### src/rtl/tx_seq_pkg.sv
// Shared types and default constants for the UART transmit sequencer.
package tx_seq_pkg;

  localparam int unsigned REGISTER_DELAY = 100;
  localparam int unsigned INTER_BYTE_GAP = 0;

  typedef enum logic [2:0] {
    StIdle,
    StRegister,
    StSend,
    StWaitAck,
    StWaitDone,
    StGap,
    StDone
  } tx_seq_state_t;

endpackage

### src/rtl/tx_byte_sel.sv
// Combinational pick of the byte to transmit for a given position in the transfer.
module tx_byte_sel #(
  parameter int unsigned MAX_BYTES = 4,
  parameter int unsigned CNT_W     = $clog2(MAX_BYTES + 1)
) (
  input  logic [8*MAX_BYTES-1:0] i_word,
  input  logic [CNT_W-1:0]       i_n,
  input  logic [CNT_W-1:0]       i_idx,
  input  logic                   i_msb_first,
  output logic [7:0]             o_byte
);

  logic [CNT_W-1:0] w_k;

  always_comb begin
    w_k    = i_msb_first ? (i_n - CNT_W'(1) - i_idx) : i_idx;
    o_byte = 8'h00;
    for (int i = 0; i < int'(MAX_BYTES); i++) begin
      if (w_k == CNT_W'(i)) begin
        o_byte = i_word[8*i +: 8];
      end
    end
  end

endmodule

### src/rtl/tx_seq_ctrl.sv
// UART transmit sequencer: latches a result word and hands it to the UART TX one byte per
// start/busy handshake, with per-transfer length and byte order, ack timeout and inter-byte gap.
module tx_seq_ctrl #(
  parameter int unsigned MAX_BYTES      = 4,
  parameter int unsigned REGISTER_DELAY = tx_seq_pkg::REGISTER_DELAY,
  parameter int unsigned INTER_BYTE_GAP = tx_seq_pkg::INTER_BYTE_GAP,
  parameter int unsigned ACK_TIMEOUT    = 16,
  parameter int unsigned CNT_W          = $clog2(MAX_BYTES + 1)
) (
  input  logic                   clk,
  input  logic                   reset_n,
  input  logic                   begin_transmission,
  input  logic [CNT_W-1:0]       byte_count,
  input  logic                   msb_first,
  input  logic [8*MAX_BYTES-1:0] data_in,
  input  logic                   tx_busy,
  output logic                   register_result,
  output logic                   tx_start,
  output logic [7:0]             tx_data,
  output logic                   tx_sent,
  output logic                   tx_error,
  output logic                   busy
);
  import tx_seq_pkg::*;

  localparam int unsigned TMAX_A  = (REGISTER_DELAY > ACK_TIMEOUT) ? REGISTER_DELAY : ACK_TIMEOUT;
  localparam int unsigned TMAX    = (TMAX_A > INTER_BYTE_GAP) ? TMAX_A : INTER_BYTE_GAP;
  localparam int unsigned TIMER_W = $clog2(TMAX + 1);
  localparam int unsigned GAP_M1  = (INTER_BYTE_GAP > 0) ? INTER_BYTE_GAP - 1 : 32'd0;

  localparam logic [TIMER_W-1:0] REG_END = TIMER_W'(REGISTER_DELAY);
  localparam logic [TIMER_W-1:0] ACK_END = TIMER_W'(ACK_TIMEOUT - 1);
  localparam logic [TIMER_W-1:0] GAP_END = TIMER_W'(GAP_M1);
  localparam logic [CNT_W-1:0]   MAX_N   = CNT_W'(MAX_BYTES);

  tx_seq_state_t          r_state;
  logic [TIMER_W-1:0]     r_timer;
  logic [CNT_W-1:0]       r_n;
  logic [CNT_W-1:0]       r_byte_idx;
  logic                   r_msb_first;
  logic [8*MAX_BYTES-1:0] r_word;
  logic                   r_register_result;
  logic                   r_tx_start;
  logic [7:0]             r_tx_data;
  logic                   r_tx_sent;
  logic                   r_tx_error;
  logic                   r_busy;

  logic [CNT_W-1:0]       w_n_clamped;
  logic [CNT_W-1:0]       w_idx_inc;
  logic [8*MAX_BYTES-1:0] w_sel_word;
  logic [CNT_W-1:0]       w_sel_idx;
  logic [7:0]             w_sel_byte;

  assign w_n_clamped = (byte_count > MAX_N) ? MAX_N : byte_count;
  assign w_idx_inc   = r_byte_idx + CNT_W'(1);

  // tx_data is loaded on the edge that enters SEND, so select from the word/index that
  // SEND will use: live data_in for the first byte, the incremented index after a byte.
  always_comb begin
    w_sel_word = r_word;
    w_sel_idx  = r_byte_idx;
    if (r_state == StRegister) begin
      w_sel_word = data_in;
      w_sel_idx  = '0;
    end else if (r_state == StWaitDone) begin
      w_sel_idx = w_idx_inc;
    end
  end

  tx_byte_sel #(
    .MAX_BYTES(MAX_BYTES),
    .CNT_W    (CNT_W)
  ) u_byte_sel (
    .i_word     (w_sel_word),
    .i_n        (r_n),
    .i_idx      (w_sel_idx),
    .i_msb_first(r_msb_first),
    .o_byte     (w_sel_byte)
  );

  always_ff @(posedge clk or negedge reset_n) begin
    if (!reset_n) begin
      r_state           <= StIdle;
      r_timer           <= '0;
      r_n               <= '0;
      r_byte_idx        <= '0;
      r_msb_first       <= 1'b0;
      r_word            <= '0;
      r_register_result <= 1'b0;
      r_tx_start        <= 1'b0;
      r_tx_data         <= 8'h00;
      r_tx_sent         <= 1'b0;
      r_tx_error        <= 1'b0;
      r_busy            <= 1'b0;
    end else begin
      r_tx_start <= 1'b0;
      r_tx_sent  <= 1'b0;
      r_tx_error <= 1'b0;
      r_timer    <= r_timer + TIMER_W'(1);
      unique case (r_state)
        StIdle: begin
          r_timer <= '0;
          if (begin_transmission) begin
            r_n         <= w_n_clamped;
            r_msb_first <= msb_first;
            r_busy      <= 1'b1;
            if (w_n_clamped == '0) begin
              r_state   <= StDone;
              r_tx_sent <= 1'b1;
            end else begin
              r_state           <= StRegister;
              r_register_result <= 1'b1;
            end
          end
        end
        StRegister: begin
          if (r_timer == REG_END) begin
            r_word            <= data_in;
            r_byte_idx        <= '0;
            r_timer           <= '0;
            r_register_result <= 1'b0;
            r_state           <= StSend;
            r_tx_start        <= 1'b1;
            r_tx_data         <= w_sel_byte;
          end
        end
        StSend: begin
          r_state <= StWaitAck;
          r_timer <= '0;
        end
        StWaitAck: begin
          if (tx_busy) begin
            r_state <= StWaitDone;
            r_timer <= '0;
          end else if (r_timer == ACK_END) begin
            r_state    <= StDone;
            r_timer    <= '0;
            r_tx_sent  <= 1'b1;
            r_tx_error <= 1'b1;
          end
        end
        StWaitDone: begin
          if (!tx_busy) begin
            r_byte_idx <= w_idx_inc;
            r_timer    <= '0;
            if (w_idx_inc == r_n) begin
              r_state   <= StDone;
              r_tx_sent <= 1'b1;
            end else if (INTER_BYTE_GAP > 0) begin
              r_state <= StGap;
            end else begin
              r_state    <= StSend;
              r_tx_start <= 1'b1;
              r_tx_data  <= w_sel_byte;
            end
          end
        end
        StGap: begin
          if (r_timer == GAP_END) begin
            r_state    <= StSend;
            r_timer    <= '0;
            r_tx_start <= 1'b1;
            r_tx_data  <= w_sel_byte;
          end
        end
        StDone: begin
          r_state <= StIdle;
          r_timer <= '0;
          r_busy  <= 1'b0;
        end
        default: begin
          r_state           <= StIdle;
          r_timer           <= '0;
          r_busy            <= 1'b0;
          r_register_result <= 1'b0;
        end
      endcase
    end
  end

  assign register_result = r_register_result;
  assign tx_start        = r_tx_start;
  assign tx_data         = r_tx_data;
  assign tx_sent         = r_tx_sent;
  assign tx_error        = r_tx_error;
  assign busy            = r_busy;

endmodule

### config.mk
export PLATFORM = sky130hd
export DESIGN_NAME = tx_seq_ctrl
export DESIGN_NICKNAME = d
export VERILOG_FILES = /design/src/rtl/tx_seq_pkg.sv /design/src/rtl/tx_byte_sel.sv /design/src/rtl/tx_seq_ctrl.sv
export SDC_FILE = /design/constraint.sdc
export NUM_CORES = 1
export LEC_CHECK = 0
export CAP_MARGIN = 30
export CORE_UTILIZATION = 54
export DETAILED_ROUTE_END_ITERATION = 8
export GPL_TIMING_DRIVEN = 0
export PLACE_DENSITY = 0.91
export SYNTH_ARGS = -nofsm -noshare
export SYNTH_HDL_FRONTEND = slang
export SYNTH_HIERARCHICAL = 1
export SYNTH_SLANG_ARGS = --single-unit
### constraint.sdc
create_clock -name clk -period 5.2 [get_ports clk]
set_clock_uncertainty 0.2 [all_clocks]
set_input_delay 0.78 -clock clk [delete_from_list [all_inputs] [get_ports clk]]
set_output_delay 0.78 -clock clk [all_outputs]
set_load 0.05 [all_outputs]
==> results_tabular.tex <==
\begin{tabular}{lr}
\hline
Metric & Value \\
\hline
\multicolumn{2}{l}{\textbf{Status}} \\
Outcome & finished, final reports clean \\
\multicolumn{2}{l}{\textbf{Worst setup path}} \\
CP Capture Type & register \\
Worst endpoint required time & 5.24 ns \\
Max FO, Critical Path & 10 \\
Depth of the worst register-to-register path & 16 \\
Category of the critical setup timing path & reg2reg \\
Signal arrival time at the worst endpoint & 4.30 ns \\
Sort of element at the start of the critical path & register \\
Startpoint of the worst-slack reg-to-reg timing path & r\_state[2] \\
Startpoint of the most critical setup path & r\_state[2] \\
\multicolumn{2}{l}{\textbf{Layout}} \\
Layout cell share with drive strength beyond 1 & 33.06\% \\
Register area & 1551 um2 \\
Count of antenna diodes in the layout & 0 \\
Non-filler cells in the finished layout & 443 \\
Nets & 407 \\
Area of the multi-input gates & 1819 um2 \\
Area growth syn-to-layout & 24.30\% \\
Final cell utilization of the core & 69.24\% \\
Number of fillers in the final layout & 446 \\
\multicolumn{2}{l}{\textbf{Synth}} \\
Instance count of the mapped netlist & 297 \\
Share of the yosys chip area belonging to registers & 44.11\% \\
Area share of the largest cell type after synthesis & 44.11\% \\
Net count after synthesis & 343 \\
Top\_reg\_cell synth & sky130\_fd\_sc\_hd\_\_dfrtp\_1 \\
Distinct cells, synth & 46 \\
Cell type with the largest total area after synthesis & sky130\_fd\_sc\_hd\_\_dfrtp\_1 \\
Most numerous cell types in the synthesized netlist & sky130\_fd\_sc\_hd\_\_mux2\_2 (74), sky130\_fd\_sc\_hd\_\_dfrtp\_1 (62), sky130\_fd\_sc\_hd\_\_nand2\_1 (32) \\
FFs w/ async S/R, synth & 100.0\% \\
Cells taking the most area after synthesis & sky130\_fd\_sc\_hd\_\_dfrtp\_1 (44\%), sky130\_fd\_sc\_hd\_\_mux2\_2 (24\%), sky130\_fd\_sc\_hd\_\_nand2\_1 (3.4\%), sky130\_fd\_sc\_hd\_\_ha\_1 (1.8\%), sky130\_fd\_sc\_hd\_\_a221o\_1 (1.7\%) \\
Count leader, synth & sky130\_fd\_sc\_hd\_\_mux2\_2 \\
Total number of yosys warnings & 6 \\
Number of synthesized flops with an enable pin & 0 \\
Mean area per synthesized cell & 11.84 um2 \\
Number of synthesized register bits & 62 \\
Mapped Area & 3517 um2 \\
\multicolumn{2}{l}{\textbf{GRT}} \\
GRT overflow & 0 \\
Number of antenna violations at the first check in global routing & 0 \\
Largest net degree at the start of global routing & 42 \\
All-Layer GR Usage & 26.11\% \\
First-pass GRT wire length & 12830 um \\
Vias in the first global route & 2722 \\
\multicolumn{2}{l}{\textbf{Die}} \\
Die H & 82.71 um \\
Number of placement rows & 29 \\
Die area & 6840 um2 \\
Num ports & 53 \\
Core region area & 6314 um2 \\
Starting utilization of the core area & 55.71\% \\
Horizontal extent of the die & 82.71 um \\
\multicolumn{2}{l}{\textbf{Detailed routing}} \\
Average wire length per cell after detail routing & 18.26 um \\
Via density per instance & 5.801 \\
DRT iter0 DRCs & 146 \\
Antenna Violating Nets Remaining & 0 \\
Number of vias after detailed routing & 2570 \\
Total DRC errors in the routed layout & 0 \\
Count of TritonRoute iterations in the first routing pass & 5 \\
WL final & 8087 um \\
\multicolumn{2}{l}{\textbf{Pwr}} \\
Peak ir drop on the vdd network & 0.4175 mV \\
Cell area power density & 542.2 nW/um2 \\
Leakage power summed over all cells & 0.002007 uW \\
Post-layout power & 2370 uW \\
\multicolumn{2}{l}{\textbf{Clock network}} \\
TritonCTS clock tree & yes \\
Post-CTS clock slew at the launch and capture registers of the worst setup and hold paths & 0.08 ns \\
Buffer count from post-CTS setup fixing & 0 \\
Number of instances resized during post-cts repair & 0 \\
Clock tree buffer depth & 2 \\
CTS hold repair buffers & 0 \\
Library cell used as clock root buffer & sky130\_fd\_sc\_hd\_\_clkbuf\_8 \\
Number of clock sinks & 62 \\
H-tree level count & 3 \\
Number of buffers added by the clock tree synthesis step & 9 \\
Clock latency on the worst-skew pair & 0.35 ns \\
\multicolumn{2}{l}{\textbf{Job}} \\
\# Max-Cap Violations & 0 \\
\multicolumn{2}{l}{\textbf{Timing}} \\
Worst slew margin & 57.53\% \\
Setup repair after global routing missed its margin & false \\
Maximum clock frequency & 0.2351 GHz \\
Fraction of the cycle the final worst path needs & 81.79\% \\
Post-Route Setup TNS & 0 ns \\
Total count of hold-check failures in the final report & 0 \\
Final worst hold slack & 0.1888 ns \\
Minimum clock period after layout & 4.253 ns \\
Pins Over Slew Limit & 0 \\
Worst-margin pin slew & 0.6356 ns \\
Final setup violation count & 0 \\
\multicolumn{2}{l}{\textbf{Placed design}} \\
Port Buffers & 52 \\
\# placed instances & 427 \\
Placed wire-length estimate after detailed placement & 5626 um \\
Final weighted congestion in routability-driven placement & 0.8701 \\
\multicolumn{2}{l}{\textbf{Min path}} \\
Hold Crit Class & in2async \\
\hline
\end{tabular}
## critical path, cell delays in order, from the launching register on
cell	delay, ns
sky130_fd_sc_hd__dfrtp_1	0.33
sky130_fd_sc_hd__buf_2	0.20
sky130_fd_sc_hd__inv_1	0.16
sky130_fd_sc_hd__or3_1	0.42
sky130_fd_sc_hd__inv_1	0.16
sky130_fd_sc_hd__ha_1	0.27
sky130_fd_sc_hd__nor2_1	0.26
sky130_fd_sc_hd__inv_1	0.08
sky130_fd_sc_hd__ha_1	0.21
sky130_fd_sc_hd__fa_1	0.41
sky130_fd_sc_hd__xnor2_2	0.22
sky130_fd_sc_hd__o22a_2	0.17
sky130_fd_sc_hd__o22a_1	0.12
sky130_fd_sc_hd__buf_4	0.18
sky130_fd_sc_hd__nor2_4	0.08
sky130_fd_sc_hd__a221o_1	0.40
sky130_fd_sc_hd__mux2_2	0.28
## path summary, 6_finish.rpt
kind | to | slack (ns)
max | tx_data[2] | 0.95
min | r_word[30] | 0.19
max reg2reg | tx_data[2] | 0.95
min reg2reg | r_timer[0] | 0.29
max in group asynchronous | r_n[0] | 4.00
min in group clk | r_timer[0] | 0.29
## registers in the layout, summed over array words and instances, names as in the netlist
register	cells
r_word	32
tx_sent	1
r_timer	7
tx_start	1
r_state	3
r_msb_first	1
busy	1
tx_data	8
register_result	1
r_n	3
tx_error	1
r_byte_idx	3
## layout by cell type (no fill, tap or decap), types with 2 or more instances in the layout
cell type	count
sky130_fd_sc_hd__buf_6	3
sky130_fd_sc_hd__mux2i_1	5
sky130_fd_sc_hd__buf_2	8
sky130_fd_sc_hd__clkdlybuf4s50_1	51
sky130_fd_sc_hd__xor2_1	5
sky130_fd_sc_hd__inv_1	11
sky130_fd_sc_hd__and3_1	3
sky130_fd_sc_hd__o22ai_1	8
sky130_fd_sc_hd__nor2_4	2
sky130_fd_sc_hd__nor3_1	3
sky130_fd_sc_hd__clkinv_4	3
sky130_fd_sc_hd__dfrtp_1	62
sky130_fd_sc_hd__clkbuf_8	10
sky130_fd_sc_hd__nor2_1	11
sky130_fd_sc_hd__nor4b_2	2
sky130_fd_sc_hd__ha_1	5
sky130_fd_sc_hd__o21ai_0	8
sky130_fd_sc_hd__o221ai_1	2
sky130_fd_sc_hd__nand2b_1	2
sky130_fd_sc_hd__nand3_1	6
sky130_fd_sc_hd__nand2_1	32
sky130_fd_sc_hd__mux2_2	74
sky130_fd_sc_hd__buf_4	3
sky130_fd_sc_hd__bufinv_16	2
sky130_fd_sc_hd__xnor2_1	4
sky130_fd_sc_hd__a21oi_1	6
sky130_fd_sc_hd__or3_1	5
sky130_fd_sc_hd__a221o_1	6
## power breakdown
part	total (uW)	switching [uW]	internal (uW)
combinational	1260	728	530
sequential	636	70.2	566
clock	476	205	271
## metal layers
layer | wire length [um] | vias to the layer above | global-route usage [%]
met1 | 3305 | 1256 | 30.30
met3 | 462 | 20 | 6.813
met5 | 0 | - | 0
met4 | 183 | 0 | 15.00
li1 | - | 1203 | -
met2 | 4136 | 91 | 43.44
## cells by family (layout without fill, tap and decap cells)
logic type / after synthesis / after routing / synth area share (%)
AO/OA/AOI/OAI: 41 / 41 / 9.606
adder cells (fa/ha/maj): 6 / 6 / 2.348
AND/OR/NAND/NOR: 72 / 72 / 10.64
XOR/XNOR: 11 / 11 / 3.379
buffers and inverters: 25 / 94 / 4.162
flip-flops: 62 / 62 / 44.11
multiplexers: 80 / 80 / 25.76
## final cells by class
cell class | instances | share of cell area, %
well taps | 77 | 2.204
multi-input cells | 210 | 41.61
inverters | 11 | 0.9445
plain buffers | 14 | 2.404
clock inverters | 7 | 2.261
flip-flops and latches | 62 | 35.49
clock buffers | 9 | 2.833
repair buffers | 53 | 12.25
## metrics by stage
step                      area (um2)  setup WS, ns
after floorplan                 3517         1.458
after global placement          4134         1.177
after detailed placement        4149         1.025
after CTS                       4372        0.9912
after global routing            4372        0.7579
final                           4372        0.9470
(Power assumes the default switching activity.)
